--- src/rtl/delay_line_update.sv ---
// Delay-line update block: captures a quantized difference (dq, sign-magnitude)
// and a reconstructed sample (sr, two's complement), converts both to the
// 11-bit float form {sign, exp[3:0], mant[5:0]} and pushes them into the
// DQ (6 deep) and SR (2 deep) delay lines with a one-cycle done pulse.
module delay_line_update (
    input  logic        clk,
    input  logic        reset,
    input  logic        start,
    input  logic [15:0] dq,
    input  logic [15:0] sr,
    output logic [10:0] dq1,
    output logic [10:0] dq2,
    output logic [10:0] dq3,
    output logic [10:0] dq4,
    output logic [10:0] dq5,
    output logic [10:0] dq6,
    output logic [10:0] sr1,
    output logic [10:0] sr2,
    output logic        done,
    input  logic        scan_in0,
    input  logic        scan_in1,
    input  logic        scan_in2,
    input  logic        scan_in3,
    input  logic        scan_in4,
    input  logic        scan_enable,
    input  logic        test_mode,
    output logic        scan_out0,
    output logic        scan_out1,
    output logic        scan_out2,
    output logic        scan_out3,
    output logic        scan_out4
);

    localparam int unsigned DATA_W  = 16;
    localparam int unsigned FLT_W   = 11;
    localparam int unsigned DQ_LEN  = 6;
    localparam int unsigned SR_LEN  = 2;
    localparam logic [FLT_W-1:0] FLT_ZERO = 11'h020;

    typedef enum logic [1:0] {
        S_IDLE  = 2'd0,
        S_CVT   = 2'd1,
        S_SHIFT = 2'd2,
        S_WAIT  = 2'd3
    } state_t;

    state_t            state_q, state_d;
    logic [DATA_W-1:0] dq_in_q, dq_in_d;
    logic [DATA_W-1:0] sr_in_q, sr_in_d;
    logic [FLT_W-1:0]  dq0f_q, dq0f_d;
    logic [FLT_W-1:0]  sr0f_q, sr0f_d;
    logic [FLT_W-1:0]  dq_line_q [DQ_LEN];
    logic [FLT_W-1:0]  dq_line_d [DQ_LEN];
    logic [FLT_W-1:0]  sr_line_q [SR_LEN];
    logic [FLT_W-1:0]  sr_line_d [SR_LEN];
    logic              done_q, done_d;
    logic [14:0]       sr_mag_c;
    logic              unused_test_c;

    // Magnitude to float: exponent is leading-one position + 1, mantissa is
    // the normalised top six bits; zero magnitude maps to exp 0, mant 32.
    function automatic logic [FLT_W-1:0] to_float(input logic sgn, input logic [14:0] mag);
        logic [3:0]  e;
        logic [20:0] sh;
        e = 4'd0;
        for (int i = 0; i < 15; i++) begin
            if (mag[i]) e = 4'(i + 1);
        end
        sh = {mag, 6'b0} >> e;
        if (mag == 15'd0) return {sgn, 4'd0, 6'd32};
        return {sgn, e, sh[5:0]};
    endfunction

    // Two's complement magnitude of sr, folded to 15 bits (0x8000 -> 0).
    assign sr_mag_c = sr_in_q[15] ? 15'(~sr_in_q + 16'd1) : sr_in_q[14:0];

    // Next-state and datapath update.
    always_comb begin
        state_d   = state_q;
        dq_in_d   = dq_in_q;
        sr_in_d   = sr_in_q;
        dq0f_d    = dq0f_q;
        sr0f_d    = sr0f_q;
        dq_line_d = dq_line_q;
        sr_line_d = sr_line_q;
        done_d    = 1'b0;
        case (state_q)
            S_IDLE: begin
                if (start) begin
                    dq_in_d = dq;
                    sr_in_d = sr;
                    state_d = S_CVT;
                end
            end
            S_CVT: begin
                dq0f_d  = to_float(dq_in_q[15], dq_in_q[14:0]);
                sr0f_d  = to_float(sr_in_q[15], sr_mag_c);
                state_d = S_SHIFT;
            end
            S_SHIFT: begin
                for (int i = DQ_LEN - 1; i > 0; i--) dq_line_d[i] = dq_line_q[i-1];
                dq_line_d[0] = dq0f_q;
                sr_line_d[1] = sr_line_q[0];
                sr_line_d[0] = sr0f_q;
                done_d       = 1'b1;
                state_d      = S_WAIT;
            end
            S_WAIT: begin
                if (!start) state_d = S_IDLE;
            end
            default: state_d = S_IDLE;
        endcase
    end

    // State and datapath registers with synchronous reset.
    always_ff @(posedge clk) begin
        if (reset) begin
            state_q <= S_IDLE;
            dq_in_q <= '0;
            sr_in_q <= '0;
            dq0f_q  <= '0;
            sr0f_q  <= '0;
            for (int i = 0; i < DQ_LEN; i++) dq_line_q[i] <= FLT_ZERO;
            for (int i = 0; i < SR_LEN; i++) sr_line_q[i] <= FLT_ZERO;
            done_q  <= 1'b0;
        end else begin
            state_q   <= state_d;
            dq_in_q   <= dq_in_d;
            sr_in_q   <= sr_in_d;
            dq0f_q    <= dq0f_d;
            sr0f_q    <= sr0f_d;
            dq_line_q <= dq_line_d;
            sr_line_q <= sr_line_d;
            done_q    <= done_d;
        end
    end

    assign dq1  = dq_line_q[0];
    assign dq2  = dq_line_q[1];
    assign dq3  = dq_line_q[2];
    assign dq4  = dq_line_q[3];
    assign dq5  = dq_line_q[4];
    assign dq6  = dq_line_q[5];
    assign sr1  = sr_line_q[0];
    assign sr2  = sr_line_q[1];
    assign done = done_q;

    // Test hooks are not functional.
    assign unused_test_c = &{scan_in0, scan_in1, scan_in2, scan_in3, scan_in4,
                             scan_enable, test_mode};
    assign scan_out0 = 1'b0;
    assign scan_out1 = 1'b0;
    assign scan_out2 = 1'b0;
    assign scan_out3 = 1'b0;
    assign scan_out4 = 1'b0;

endmodule

--- config.mk ---
export PLATFORM = sky130hd
export DESIGN_NAME = delay_line_update
export DESIGN_NICKNAME = d
export VERILOG_FILES = /design/src/rtl/delay_line_update.sv
export SDC_FILE = /design/constraint.sdc
export NUM_CORES = 1
export LEC_CHECK = 0
export ABC_AREA = 1
export BUFFER_PORTS_ARGS = -buffer_cell sky130_fd_sc_hd__buf_2
export CORE_AREA = 3 3 168 170
export CTS_CLUSTER_DIAMETER = 60
export DETAILED_ROUTE_END_ITERATION = 6
export DIE_AREA = 0 0 171 173
export PLACE_DENSITY = 0.42
export SYNTH_ARGS = -nofsm -noshare
export SYNTH_HDL_FRONTEND = slang
export SYNTH_SLANG_ARGS = --single-unit
--- constraint.sdc ---
create_clock -name clk -period 3.6 [get_ports clk]
set_clock_uncertainty 0.2 [all_clocks]
set_input_delay 0.36 -clock clk [delete_from_list [all_inputs] [get_ports clk]]
set_output_delay 0.36 -clock clk [all_outputs]
set_load 0.02 [all_outputs]
==> metrics <==
status finished clean; largest stage delay on the critical path 0.35 ns; Die Y-Extent 173 um; setup repair after global routing missed its margin no; placeable core region 26880 um2; Peak Freq 332.3 MHz; total track usage 12.74%; P&R area growth vs syn 22.34%; number of routed nets with antenna violations 0; maximum buffer depth of the clock tree 2; area fraction in and, or, nand and nor cells after synthesis 28.20%; critical path type reg -> reg; Tcrit/Tclk final 83.58%; MaxCap Viol Count 0; clock tree from TritonCTS done; data arrival time of the worst path 3.11 ns; area of the die 29580 um2; leakage power 3.880 nW; summed instance area of the synthesized netlist 6655 um2; Post-Synth XOR/XNOR Area 1.222%; initial antenna violation count 1; count of cell types in the netlist 34; Hold WC Path Type in -> reg; number of clock sinks 145; root buffer cell sky130_fd_sc_hd__clkbuf_16; shortest clock period the worst path allows after layout 3.009 ns; count of warnings emitted by yosys 0; Clock transition at path regs 0.07 ns; Fin Hold WS 0.01392 ns; final HPWL from detailed placement 12950 um; critical path required time 3.70 ns; area fraction in compound gates after synthesis 17.54%; effective utilization at floorplan 24.76%; Detailed Routing Iterations Pass 1 4; sequential cell area fraction in the yosys report 43.62%; post-route DRC violation count 0; count of cells resized by post-cts repair 0; drt wl/cell 13.09 um; worst rel slew slack 45.04%; via-per-instance ratio 4.431; Final Hold Vio Count 0; boundary pin count 136; later-pin clock latency in the skew report 0.42 ns; register-to-register path setup slack 0.59 ns; number of pins exceeding their max-slew limit in the final report 0; horizontal die dimension 171 um; fraction of layout instances using a drive strength above 1 19.96%; post-synthesis mux area share 0.1692%; mean post-synth cell area 6.918 um2; global-route wire length before repair 31240 um; kind of end point of the critical path flop; # rows 60; Post-Route Utilization 30.29%; number of buffers and inverters on the critical path 3; cells along the critical path inv_2 -> ha_1 -> nand4_2 -> inv_2 -> nand4_2 -> nand2_2 -> o21ai_2 -> xor2_2 -> inv_1 -> nor2_2 -> nand2_2 -> nand2_2 -> nand2_1 -> nand3_1 -> o21ai_0 -> nor2_1 -> nand2_1 -> nand2_1 -> a21oi_2; total vias in the final route 6283; final routed wirelength across all metal layers 18560 um; PwrDens 1068 nW/um2; iteration-0 DRC count of the detailed router 336; final net count 1112; Antenna diodes 0; Worst Tran Pin Value 0.8224 ns; post-route total power 8.697 mW; total number of H-tree levels 4; gate family responsible for the most delay along the worst path simple AND/OR/NAND/NOR gates; combinational family with the most area after synthesis simple AND/OR/NAND/NOR gates; startpoint kind of the worst setup timing path flop; critical-path cell with the highest stage delay sky130_fd_sc_hd__dfxtp_1; adder-cell share of the synthesized area 1.128%; highest ir drop seen on vdd 325.5 uV; Setup TNS 0 ns; vias in the first global route 5968; Final GP Congestion 0.8596; cts bufs inserted 17; endpoints failing setup 0; maximum number of pins on one net before global-route repair 88; total overflow reported by the global router 0; crit path max fanout 12; count of buffers from port buffering 123; number of register bits inferred by synthesis 145; Synth Instances 962
-- through the flow --
step                cells  setup slack, ns  area (um2)
floorplan             966            1.112        6670
global placement     1384           0.6009        7553
detailed placement   1384           0.5981        7553
CTS                  1418           0.5759        8142
global route         1418           0.1801        8142
finish               1418           0.5911        8142
-- what timing repair did --
action / CTS / global route
hold endpoints to repair: 2 / 0
hold buffers: 2 / 0
setup buffers: 0 / 0
-- sequential cells by signal, indices dropped and copies added (netlist names) --
name     cells
sr2         11
dq6         11
dq4         11
dq0f_q      11
state_q      2
sr_in_q     16
dq3         11
sr1         11
dq_in_q     16
dq1         11
sr0f_q      11
dq5         11
dq2         11
done         1
-- placed cells by master, fill, tap and decap left out, drive strengths merged, types with 2 or more instances in the layout --
cell type    Yosys  layout
nor2           193     193
nand2          174     174
o21ai          151     151
dfxtp          145     145
buf             13     135
inv             71      78
nand3           65      65
a21oi           64      64
clkbuf          45      17
nand4            8       8
nor3             6       6
ha               6       6
xor2             5       5
conb             1       5
clkinv           1       5
o211ai           4       4
clkinvlp         0       4
a211oi           2       2
nor4             2       2
a31oi            2       2
or2              2       2
dlygate4sd3      0       2
-- synthesized netlist by cell type --
cell,count,share of area [%]
sky130_fd_sc_hd__nor2_1,187,11
sky130_fd_sc_hd__nand2_1,166,9.4
sky130_fd_sc_hd__dfxtp_1,145,44
sky130_fd_sc_hd__o21ai_0,145,11
sky130_fd_sc_hd__nand3_1,64,4.8
sky130_fd_sc_hd__a21oi_1,61,4.6
sky130_fd_sc_hd__inv_1,56,3.2
sky130_fd_sc_hd__clkbuf_1,45,2.5
sky130_fd_sc_hd__inv_2,15,0.85
sky130_fd_sc_hd__buf_4,8,0.90
sky130_fd_sc_hd__nand2_2,8,0.75
sky130_fd_sc_hd__ha_1,6,1.1
sky130_fd_sc_hd__nor3_1,6,0.45
sky130_fd_sc_hd__nand4_1,5,0.47
sky130_fd_sc_hd__xor2_2,5,1.2
sky130_fd_sc_hd__nor2_2,4,0.38
sky130_fd_sc_hd__o211ai_1,4,0.45
sky130_fd_sc_hd__o21ai_1,4,0.30
sky130_fd_sc_hd__buf_2,3,0.23
sky130_fd_sc_hd__nand4_2,3,0.56
sky130_fd_sc_hd__a211oi_1,2,0.23
sky130_fd_sc_hd__a21oi_2,2,0.26
sky130_fd_sc_hd__a31oi_1,2,0.19
sky130_fd_sc_hd__buf_6,2,0.34
sky130_fd_sc_hd__nor2_4,2,0.34
sky130_fd_sc_hd__nor4_1,2,0.19
sky130_fd_sc_hd__o21ai_2,2,0.26
sky130_fd_sc_hd__or2_2,2,0.19
sky130_fd_sc_hd__a21oi_4,1,0.24
sky130_fd_sc_hd__clkinv_1,1,0.056
sky130_fd_sc_hd__conb_1,1,0.056
sky130_fd_sc_hd__mux2_2,1,0.17
sky130_fd_sc_hd__nand3_2,1,0.15
sky130_fd_sc_hd__o31ai_1,1,0.11
-- cells by family (layout without fill, tap and decap cells) --
family          count (synthesis)  in the layout
compound gates                224            224
simple gates                  450            450
xor+xnor                        5              5
buf+inv                       130            241
other cells                     1              5
flops                         145            145
mux                             1              1
fa+ha+maj                       6              6
-- metal layers --
layer  GRT usage [%]  wire length, um  part of all wire (%)  up-vias
met5               0               13                 0.070        -
met4           3.320              170                  0.92        2
met3           2.926              819                   4.4       16
met2           18.25             7673                    41      131
met1           19.12             9882                    53     2813
li1                -                -                     -     3321
-- final cells by class --
type,count,area (um2)
inverters,72,272.8
multi-input cells,691,3233
clock inverters,15,142.6
repair buffers,137,738.2
well taps,341,426.7
fillers,3037,18730
clock buffers,17,425.4
flip-flops and latches,145,2903
-- power breakdown --
| part | switching [mW] | total (mW) | internal (mW) |
|---|---|---|---|
| sequential | 0.345 | 2.50 | 2.16 |
| clock | 0.805 | 1.72 | 0.918 |
| combinational | 3.07 | 4.47 | 1.40 |
| total | 4.22 | 8.70 | 4.47 |
-- worst paths after layout --
kind               from         end  depth (start not counted)
max          sr_in_q[0]   sr0f_q[4]                         19
min               sr[2]  sr_in_q[2]                          3
max reg2reg  sr_in_q[0]   sr0f_q[4]                         19
min reg2reg      sr2[5]      sr2[5]                          2
-- tightest hold or removal path, cell delays in order --
cell and delay (ns):
sky130_fd_sc_hd__buf_2 0.07, sky130_fd_sc_hd__o21ai_0 0.07, sky130_fd_sc_hd__a21oi_1 0.10
(Power assumes the default switching activity.)
